===== config.mk =====
export PLATFORM = sky130hd
export DESIGN_NAME = l2_sqrt_flat
export DESIGN_NICKNAME = d
export VERILOG_FILES = /design/src/rtl/l2_pkg.sv /design/src/rtl/l2_sqrt_if.sv /design/src/rtl/l2_sqrt_step.sv /design/src/rtl/l2_sqrt.sv /design/src/flat_wrapper.sv
export SDC_FILE = /design/constraint.sdc
export NUM_CORES = 1
export LEC_CHECK = 0
export BUFFER_PORTS_ARGS = -buffer_cell sky130_fd_sc_hd__buf_2
export CAP_MARGIN = 20
export CORE_MARGIN = 2
export CORE_UTILIZATION = 55
export CTS_CLUSTER_DIAMETER = 60
export CTS_CLUSTER_SIZE = 20
export DETAILED_ROUTE_END_ITERATION = 10
export PLACE_DENSITY = 0.74
export SYNTH_ARGS = -nofsm -noshare
export SYNTH_HDL_FRONTEND = slang
export SYNTH_SLANG_ARGS = --single-unit
export TNS_END_PERCENT = 30

===== constraint.sdc =====
create_clock -name clk -period 5.3 [get_ports clk]
set_clock_uncertainty 0.1 [all_clocks]
set_input_delay 0.265 -clock clk [delete_from_list [all_inputs] [get_ports clk]]
set_output_delay 0.265 -clock clk [all_outputs]
set_load 0.02 [all_outputs]

===== src/rtl/l2_pkg.sv =====
// Shared constants and types for the L2-norm datapath.
// Radicand and root widths are common to the accumulator and the square-root stage.
package l2_pkg;

  localparam int unsigned SUM_W  = 20;
  localparam int unsigned ROOT_W = SUM_W / 2;
  localparam int unsigned CntW   = $clog2(ROOT_W);

  localparam logic [CntW-1:0] LastIter = CntW'(ROOT_W - 1);

  typedef enum logic [1:0] {
    StIdle,
    StCalc,
    StDone
  } sqrt_state_t;

endpackage


===== src/rtl/l2_sqrt_if.sv =====
// Radicand-in / root-out handshake bundle for the l2_sqrt stage.
interface l2_sqrt_if;

  logic [l2_pkg::SUM_W-1:0]  sum;
  logic                      valid_in;
  logic                      ready;
  logic [l2_pkg::ROOT_W-1:0] root;
  logic [l2_pkg::ROOT_W:0]   rem;
  logic                      valid_out;

  modport master (
    output sum, valid_in,
    input  ready, root, rem, valid_out
  );

  modport slave (
    input  sum, valid_in,
    output ready, root, rem, valid_out
  );

endinterface


===== src/rtl/l2_sqrt_step.sv =====
// One restoring square-root iteration: consumes one radicand bit pair, yields one root bit.
module l2_sqrt_step
  import l2_pkg::*;
(
  input  logic [ROOT_W+1:0] wrem_i,
  input  logic [ROOT_W-1:0] wroot_i,
  input  logic [1:0]        pair_i,
  output logic [ROOT_W+1:0] wrem_o,
  output logic [ROOT_W-1:0] wroot_o
);

  logic [ROOT_W+1:0] t;
  logic [ROOT_W+1:0] trial;

  // Before the last iteration wrem <= 1022, so dropping its top two bits loses nothing.
  assign t     = {wrem_i[ROOT_W-1:0], pair_i};
  assign trial = {wroot_i, 2'b01};

  always_comb begin
    if (t >= trial) begin
      wrem_o  = t - trial;
      wroot_o = {wroot_i[ROOT_W-2:0], 1'b1};
    end else begin
      wrem_o  = t;
      wroot_o = {wroot_i[ROOT_W-2:0], 1'b0};
    end
  end

endmodule


===== src/rtl/l2_sqrt.sv =====
// Iterative integer square root: floor(sqrt(sum)) and remainder, one root bit per clock.
// Output registers only change on entry to the done state, so results hold across the next job.
module l2_sqrt
  import l2_pkg::*;
(
  input  logic      clk,
  input  logic      reset,
  l2_sqrt_if.slave  bus_io
);

  sqrt_state_t       state_q, state_d;
  logic [CntW-1:0]   cnt_q, cnt_d;
  logic [SUM_W-1:0]  rad_q, rad_d;
  logic [ROOT_W-1:0] wroot_q, wroot_d;
  logic [ROOT_W+1:0] wrem_q, wrem_d;
  logic [ROOT_W-1:0] root_q, root_d;
  logic [ROOT_W:0]   rem_q, rem_d;

  logic [ROOT_W+1:0] step_wrem;
  logic [ROOT_W-1:0] step_wroot;
  logic              accept;

  l2_sqrt_step u_step (
    .wrem_i  (wrem_q),
    .wroot_i (wroot_q),
    .pair_i  (rad_q[SUM_W-1:SUM_W-2]),
    .wrem_o  (step_wrem),
    .wroot_o (step_wroot)
  );

  assign accept = bus_io.valid_in && (state_q != StCalc);

  always_comb begin
    state_d = state_q;
    cnt_d   = cnt_q;
    rad_d   = rad_q;
    wroot_d = wroot_q;
    wrem_d  = wrem_q;
    root_d  = root_q;
    rem_d   = rem_q;

    unique case (state_q)
      StIdle, StDone: begin
        if (accept) begin
          rad_d   = bus_io.sum;
          wroot_d = '0;
          wrem_d  = '0;
          cnt_d   = '0;
          state_d = StCalc;
        end else begin
          state_d = StIdle;
        end
      end
      StCalc: begin
        rad_d   = {rad_q[SUM_W-3:0], 2'b00};
        wrem_d  = step_wrem;
        wroot_d = step_wroot;
        cnt_d   = cnt_q + 1'b1;
        if (cnt_q == LastIter) begin
          root_d  = step_wroot;
          rem_d   = step_wrem[ROOT_W:0];
          state_d = StDone;
        end
      end
      default: state_d = StIdle;
    endcase
  end

  always_ff @(posedge clk) begin
    if (reset) begin
      state_q <= StIdle;
      cnt_q   <= '0;
      rad_q   <= '0;
      wroot_q <= '0;
      wrem_q  <= '0;
      root_q  <= '0;
      rem_q   <= '0;
    end else begin
      state_q <= state_d;
      cnt_q   <= cnt_d;
      rad_q   <= rad_d;
      wroot_q <= wroot_d;
      wrem_q  <= wrem_d;
      root_q  <= root_d;
      rem_q   <= rem_d;
    end
  end

  assign bus_io.ready     = (state_q != StCalc);
  assign bus_io.valid_out = (state_q == StDone);
  assign bus_io.root      = root_q;
  assign bus_io.rem       = rem_q;

endmodule


===== src/flat_wrapper.sv =====
// flat-port wrapper written by rule: the top's interface ports become plain ports
module l2_sqrt_flat import l2_pkg::*;
  (clk, reset, bus_io_sum, bus_io_valid_in, bus_io_ready, bus_io_root, bus_io_rem, bus_io_valid_out);
  l2_sqrt_if bus_io_i ();
  input  logic clk;
  input  logic reset;
  input wire logic [$bits(bus_io_i.sum)-1:0] bus_io_sum;
  input wire logic [$bits(bus_io_i.valid_in)-1:0] bus_io_valid_in;
  output wire logic [$bits(bus_io_i.ready)-1:0] bus_io_ready;
  output wire logic [$bits(bus_io_i.root)-1:0] bus_io_root;
  output wire logic [$bits(bus_io_i.rem)-1:0] bus_io_rem;
  output wire logic [$bits(bus_io_i.valid_out)-1:0] bus_io_valid_out;
  assign bus_io_i.sum = bus_io_sum;
  assign bus_io_i.valid_in = bus_io_valid_in;
  assign bus_io_ready = bus_io_i.ready;
  assign bus_io_root = bus_io_i.root;
  assign bus_io_rem = bus_io_i.rem;
  assign bus_io_valid_out = bus_io_i.valid_out;
  l2_sqrt u_core (.clk(clk), .reset(reset), .bus_io(bus_io_i));
endmodule

# [After elaboration in Yosys (flattened, before gate mapping)]
# Cells that the tools add are included.
# Widths: inputs -> output; s select.
[totals] in_bits=23 elab_cells=35 output_inout_bits=23 ff_bits=67
[classes] reduce_logical=6 n_lt_le_gt_ge=1 n_eq_ne=6 n_addsub=2 mux=13
[ops] operator="$pmux 10 s2" count=2
[ops] operator="$pmux 20 s2" count=1
[ops] operator="$mux 10" count=2
[ops] operator="$mux 20" count=1
[ops] operator="$ge 12x12->1" count=1
[ops] operator="$mux 11" count=1
[ops] operator="$sub 11x11->11" count=1
[ops] operator="$pmux 4 s2" count=1
[ops] operator="$ne 2x1->1 const B" count=3
[ops] operator="$add 4x1->4 const B" count=1
[ops] operator="$eq 4x4->1 const B" count=1
[ops] operator="$mux 4" count=1
[ops] operator="$pmux 2 s2" count=1
[ops] operator="$reduce_and 2->1" count=2
[ops] operator="$eq 2x1->1 const B" count=1
[ops] operator="$eq 2x2->1 const B" count=1
[ops] operator="$logic_not 2->1" count=1
[ops] operator="$mux 1" count=2
[ops] operator="$mux 2" count=1
[ops] operator="$reduce_bool 2->1" count=1
[ops] operator="$reduce_or 2->1" count=1
[ops] operator="$logic_and 1x1->1" count=1

# [Logic depth before layout (Yosys ltp)]
# Gate-level depths: netlist (run 1).
[logic_depth] ltp_word=4 depth_mapped=10 ltp_nobuf=8

# [Modules after synthesis]
# Synthesis (run 1) repeated with hierarchy kept, for this count alone.
[unflattened] cells_unflattened=389 area_unflattened_um2=3407.0
[by_module_without_submodules] module="l2_sqrt" cells_each=269 area_per_inst_um2=2527.4 seq_area_each_um2=1381.3 n_inst=1
[by_module_without_submodules] module="l2_sqrt_step" cells_each=120 area_per_inst_um2=879.6 seq_area_each_um2=0.0 n_inst=1

# [Worst setup path before layout (run 1)]
# No wires, ideal clock.
[synth_timing] kind="register -> register" from="register u_core.wroot_q[3]" to="register u_core.wrem_q[1]" t_required_ps=5083 arrival_ps=1946 stages_incl_launch_ff=11 setup_ps=117 slack_ps=3138 path_buffers=2 period_less_slack_ps=2162 cell_sequence="dfxtp_1 inv_1 ha_1 buf_6 a21o_1 a31o_1 a31oi_4 o21ai_4 buf_6 mux2i_1 a22o_1"
[synth_between] elab_chain_cells=3
[synth_rtl] item="start, declared" line="l2_sqrt.sv:14" rtl="logic [ROOT_W-1:0] wroot_q, wroot_d;"
[synth_rtl] item="start signal, assigned" line="l2_sqrt.sv:82" rtl="wroot_q <= wroot_d;"
[synth_rtl] item="$ge 12x12->1" line="l2_sqrt_step.sv:20" rtl="if (t >= trial) begin"
[synth_rtl] item="$mux 11" line="l2_sqrt_step.sv:20"
[synth_rtl] item="$pmux 10 s2" line="l2_sqrt.sv:42" rtl="unique case (state_q)"
[synth_rtl] item="end signal, assigned" line="l2_sqrt.sv:83" rtl="wrem_q <= wrem_d;"
[synth_rtl] item="end, declared" line="l2_sqrt.sv:15" rtl="logic [ROOT_W+1:0] wrem_q, wrem_d;"
# Every way passes these cells.
# A chain may end at the register's enable or synchronous reset.

# [Final worst setup path (run 1)]
[layout_timing] from="register u_core.state_q[1]" to="register u_core.rem_q[0], in the netlist u_core.bus_io.rem[0]"
[layout_between] elab_chain_cells=2
[layout_rtl] item="start, declared" line="l2_sqrt.sv:11" rtl="sqrt_state_t state_q, state_d;"
[layout_rtl] item="start signal, assigned" line="l2_sqrt.sv:71" rtl="state_q <= StIdle;"
[layout_rtl] item="start signal, assigned" line="l2_sqrt.sv:79" rtl="state_q <= state_d;"
[layout_rtl] item="$eq 2x1->1" line="l2_sqrt.sv:42"
[layout_rtl] item="$reduce_and 2->1 (no source line)"
[layout_rtl] item="end signal, assigned" line="l2_sqrt.sv:85" rtl="rem_q <= rem_d;"
[layout_rtl] item="end, declared" line="l2_sqrt.sv:17" rtl="logic [ROOT_W:0] rem_q, rem_d;"
# Every way passes these cells.

==> flow_summary.yaml, run 1 <==
status:
  outcome: "finished clean"
worst_hold_path:
  hold_path_class: "in -> reg"
timing:
  slew_headroom_pct: 47.1
  tightest_slew_ns: 0.788
  report.final.setup_viol: 0
  min_period_ns: 2.59
  hold_violations: 0
  post-route-period-util_pct: 49.0
  timing.fmax_mhz: 385
  rsz0062_at_grt: "no"
  slew_violations: 0
  finalSetupTns_ns: 0
synthesis:
  netlist_area_mm2: 0.00324
  synth-edff-count: 0
  synth_commonest_cells: "dfxtp_1, nand2_1, a21oi_1, nor2_1, a22oi_1"
  yosysUniqueCellTypes: 50
  synthMostInstantiatedCell: "dfxtp_1"
  ys_ff_latch: 67
  synth_flop_cell: "dfxtp_1"
  synth-compound-area-share_pct: 25.0
  syn-instance-count: 390
  yosys_warnings: 0
  synth_simple_gate_area_share_pct: 17.8
  ys_seq_area_share_pct: 41.4
  synth_top_area_share_pct: 41.4
  synth_area_leader_cell: "dfxtp_1"
  synthAdderAreaFrac_pct: 5.40
  syn-num-nets: 427
  synth_top_family_by_area: "compound AO/OA/AOI/OAI gates"
  synthMuxAreaShare_pct: 2.78
  syn_avg_cell_area_um2: 8.31
  synth.top_cells.by_area: "dfxtp_1, a22oi_1, a21oi_1"
  async_reset_ff_share_pct: 0
  synth-xor-area-share_pct: 1.62
cts:
  clockBufferDepth: 2
  clock_latency_ns: 0.34
  cts_setup_buffers: 0
  clk_pin_slew_ns: 0.08
  htreeDepth: 3
  clock_tree.root_cell: "clkbuf_8"
  cts_resized: 0
  cts_made_buffers: 9
  cts_tree: "done"
  cts.sinks: 67
  ctsHoldBuffers: 0
finish:
  nets: 463
  multiInputGateArea_mm2: 0.00171
  area.growth.synth_to_final_pct: 13.5
  fill_cells: 508
  fin_area_mm2: 0.00368
  final_core_util_pct: 65.6
  antenna_cells: 0
  register_area_mm2: 0.00134
  layout-drive-gt1-share_pct: 17.4
global_routing:
  gr-usage-all-layers_pct: 25.1
  grt_pass1_wl_um: 12600
  antenna_found_initial: 0
  gr-total-overflow: 0
  grt_pass1_vias: 2647
  grt_max_degree: 63
die:
  die_w_um: 80.8
  die_area_mm2: 0.00652
  start_util_pct: 57.8
  pin_count: 46
  die_y_um: 80.8
  coreArea_mm2: 0.00561
  num_rows: 27
route:
  routed_wirelength_um: 7640
  drtPass1Iterations: 5
  drc: 0
  vias_per_cell: 5.76
  drtIter0Drc: 242
  wl_per_cell_um: 15.2
  num_vias: 2895
  ant_nets: 0
placement:
  place_area_mm2: 0.00351
  port_buffers: 45
  gp_congestion: 0.903
  hpwl_um: 5190
setup_path:
  startpoint: "u_core.state_q[1]$_SDFFE_PP0P_"
  worst_ep_arrival_time_ns: 2.75
  cp-endpoint: "u_core.bus_io.rem[0]$_SDFFE_PP0P_"
  worstPathRequired_ns: 5.45
  r2r-start: "u_core.state_q[1]$_SDFFE_PP0P_"
  reg2reg_depth: 7
  critical_path.max_fanout: 36
  worstSetupEndpointType: "register"
  reg2reg_slack_ns: 2.71
  path_class: "reg -> reg"
  reg2reg_to: "u_core.bus_io.rem[0]$_SDFFE_PP0P_"
  worst_setup_path_start_kind: "register"
power_and_ir_drop:
  p_per_area_mw_per_mm2: 506
  vdd_drop_max_v: 0.000295
  p_leak_uw: 0.00149
run:
  cap_violations: 0
-- area by class of cell --
cell class	count	share of cell area, %
clock inverter	4	0.714
tap	72	2.45
sequential	67	36.5
clock buffer	12	3.95
timing repair buffer	52	8.10
multi-input combinational	278	46.5
inverter	18	1.84
-- cells in the final DEF (no fill, tap or decap), types with 6 or more instances in the layout --
cell	count
nor3_1	6
inv_1	17
ha_1	14
nand2_1	57
buf_4	6
a21oi_1	43
o21ai_1	6
o21ai_0	10
a22oi_1	30
a211oi_1	9
mux2i_1	9
buf_2	45
clkbuf_8	10
dfxtp_1	67
nor2_1	36
-- worst max-delay path, stage by stage, from the launching register on --
cell	delay, ns
dfxtp_1	0.31
and2b_1	0.19
buf_4	0.35
inv_2	0.13
or2_0	0.48
buf_4	0.30
or4_1	0.44
a31oi_1	0.20
-- sequential cells by signal, summed over array words and instances, names as in the netlist --
register and count:
u_core.bus_io.rem 11, u_core.cnt_q 4, u_core.state_q 2, u_core.rad_q 20, u_core.bus_io.root 10, u_core.wroot_q 10, u_core.wrem_q 10
-- stage by stage --
stage / instances / power, µW / setup WS [ns] / hold slack [ns]
after floorplan: 390 / 1350 / 3.14 / 0.326
after global placement: 485 / 1470 / 2.79 / 0.339
after detailed placement: 487 / 1480 / 2.73 / 0.345
after CTS: 503 / 1860 / 2.69 / 0.0741
after global routing: 503 / 1990 / 2.58 / 0.102
final: 503 / 1860 / 2.71 / 0.0807
-- routing by layer --
layer	global-route usage (%)	wire length [µm]
met2	38.3	3460
met5	0	0
met4	10.7	139
met3	4.22	417
met1	35.4	3620
-- kinds of logic (layout without fill, tap and decap cells) --
| family | count (synthesis) | count (layout) |
|---|---|---|
| AOI/OAI and AO/OA | 122 | 122 |
| muxes | 9 | 9 |
| buffers and inverters | 45 | 86 |
| adders and majority gates | 14 | 14 |
| DFF | 67 | 67 |
| xor gates and xnor gates | 6 | 6 |
| and+or+nand+nor | 127 | 127 |
-- power by group --
| part | total [µW] | switching [µW] | internal [µW] |
|---|---|---|---|
| clock network | 372 | 190 | 182 |
| logic | 907 | 535 | 372 |
| registers | 582 | 38.1 | 544 |
-- worst min path at each step --
| stage | endpoint | startpoint | depth (start not counted) | slack (ns) |
|---|---|---|---|---|
| detailed placement | u_core.bus_io.root[6]$_SDFFE_PP0P_ | u_core.bus_io.root[6]$_SDFFE_PP0P_ | 2 | 0.34 |
| CTS | u_core.rad_q[0]$_SDFFE_PP0P_ | bus_io_sum[0] | 3 | 0.07 |
| global placement | u_core.bus_io.root[4]$_SDFFE_PP0P_ | u_core.bus_io.root[4]$_SDFFE_PP0P_ | 2 | 0.34 |
| floorplan | u_core.rad_q[0]$_SDFFE_PP0P_ | bus_io_sum[0] | 2 | 0.33 |
| global route | u_core.rad_q[1]$_SDFFE_PP0P_ | bus_io_sum[1] | 3 | 0.10 |
| finish | u_core.rad_q[0]$_SDFFE_PP0P_ | bus_io_sum[0] | 3 | 0.08 |
(Power assumes the default switching activity.)
==> inputs of run 2 (changes only) <==
Clock period 5.3 ns to 2.5 ns, I/O delays scaled along.
==> run 2 against run 1 <==
Compared with the run above: power up 140%; via count up 6.9%; worst hold slack better by 0.035 ns; routed wire length up 12%; first-iteration DRC count up 1.7%; cell count up 7.4%; worst setup slack worse by 2.6 ns; sequential share of layout area down 3.4 points; design area up 10%; fmax up 8.1%; global-route usage up 2.1 points.
==> flow_summary.yaml, run 2 (synthesis gave the netlist of run 1 again) <==
setup_path:
  worst_ep_arrival_time_ns: 2.54
  worst_setup_path_start_kind: "register"
  worstSetupEndpointType: "register"
  path_class: "reg -> reg"
  reg2reg_slack_ns: 0.1
  critical_path.max_fanout: 7
  worstPathRequired_ns: 2.64
power_and_ir_drop:
  combPwrFrac_pct: 49.1
  p_int_uw: 2740
  p_leak_uw: 0.00167
  seq_power_share_pct: 27.3
  netSwitchingPower_uw: 1770
  power_switching_share_pct: 39.2
  clkPwrFrac_pct: 23.6
  vdd_drop_max_v: 0.000746
  p_per_area_mw_per_mm2: 1110
route:
  ant_nets: 0
  dr_wl_met3_um: 455
  drtIter0Drc: 246
  top_layer: "met4"
  wl_per_cell_um: 15.8
  vias_per_cell: 5.73
  routed_wirelength_um: 8550
  met1_length_um: 3820
  drc: 0
  route.met2.wl_um: 4030
  num_vias: 3096
  drtPass1Iterations: 5
placement:
  place_area_mm2: 0.00358
  hpwl_um: 5520
  dpl_worst_slack_ns: 0.0973
  port_buffers: 45
  gp_congestion: 0.875
  dp.cells: 500
finish:
  final_common_cell: "dfxtp_1"
  final_core_util_pct: 72.3
  multiInputGateArea_mm2: 0.00172
  fin_area_mm2: 0.00405
  antenna_cells: 0
  largest_reg_flops: 20
  fin_cells: 540
  nets: 500
  layout-drive-gt1-share_pct: 20.1
  fill_cells: 432
  area.growth.synth_to_final_pct: 25.0
  register_area_mm2: 0.00134
  largest-register: "u_core.rad_q"
  layout_common_cells: "dfxtp_1, nand2_1, buf_2"
global_routing:
  gr-usage-all-layers_pct: 27.2
  grt_pass1_vias: 2829
  grt_pass1_wl_um: 13300
  grt_max_degree: 26
  antenna_found_initial: 0
  gr-total-overflow: 0
die:
  coreArea_mm2: 0.00561
  pin_count: 46
  die_y_um: 80.8
  die_area_mm2: 0.00652
  die_w_um: 80.8
  num_rows: 27
  start_util_pct: 57.8
timing:
  finalSetupTns_ns: 0
  rsz0062_at_grt: "yes"
  timing.fmax_mhz: 417
  slew_violations: 0
  tightest_slew_ns: 0.717
  hold_violations: 0
  slew_headroom_pct: 52.2
  report.final.setup_viol: 0
  post-route-period-util_pct: 96.0
  min_period_ns: 2.40
  fin_ws_ns: 0.0991
cts:
  cts.sinks: 67
  clk_pin_slew_ns: 0.08
  clock_tree.root_cell: "clkbuf_8"
  cts_made_buffers: 9
  cts_tree: "done"
  cts_resized: 0
  clockBufferDepth: 2
  htreeDepth: 3
  clock_latency_ns: 0.35
run:
  cap_violations: 0
worst_hold_path:
  hold_path_class: "in -> reg"
status:
  outcome: "finished clean"
## run 2: cell count changes in the layout (fill, tap and decap cells not counted), sizes merged
cell | before | now
clkbuf | 12 | 11
clkinv | 3 | 2
bufinv | 0 | 2
buf | 52 | 68
dlygate4sd3 | 0 | 20
o21ai | 17 | 18
## run 2: repair_timing
action,CTS,global route
hold buffers,20,0
endpoints found under the hold margin,20,0
endpoints found under the setup margin,0,16
buffers inserted,0,3
## run 2: worst paths after layout
| check | start | end | depth (start not counted) |
|---|---|---|---|
| min reg2reg | u_core.bus_io.root[7]$_SDFFE_PP0P_ | u_core.bus_io.root[7]$_SDFFE_PP0P_ | 2 |
| max reg2reg | u_core.wroot_q[3]$_SDFFE_PP0P_ | u_core.wroot_q[0]$_SDFFE_PP0P_ | 9 |
| min | reset | u_core.cnt_q[1]$_SDFFE_PP0P_ | 2 |
| max | u_core.wroot_q[3]$_SDFFE_PP0P_ | u_core.wroot_q[0]$_SDFFE_PP0P_ | 9 |
## run 2: final cells by class
cell class	instances	area share [%]
clock buffers	11	3.74
well taps	72	2.22
inverters	18	1.67
clock inverters	5	2.10
multi-input cells	279	42.4
repair buffers	88	14.8
flip-flops and latches	67	33.1
## run 2: through the flow
step	total power, µW	hold WS [ns]
after global placement	3210	0.273
after detailed placement	3220	0.288
after CTS	4310	0.107
after global routing	4740	0.131
final	4510	0.116
after floorplan	2860	0.186
## run 2: metal layers
metal | vias to the layer above | global-route usage (%)
li1 | 1526 | -
met1 | 1439 | 35.7
met2 | 111 | 43.2
met3 | 20 | 5.22
met4 | 0 | 13.4
met5 | - | 0
## run 2: worst max-delay path: stages (launching register included)
cell and delay, ns:
dfxtp_1 0.38, inv_1 0.06, ha_1 0.39, a21o_1 0.25, a31o_1 0.25, a31oi_4 0.25
o21ai_2 0.18, buf_4 0.18, a22oi_1 0.20, nor2_1 0.06
## run 2: power by group through the flow
stage	clock, µW	combinational [µW]	sequential (µW)
global placement	0	1960	1250
global route	1110	2390	1240
CTS	1070	2010	1230
detailed placement	0	1970	1250
finish	1070	2210	1230
floorplan	0	1630	1230
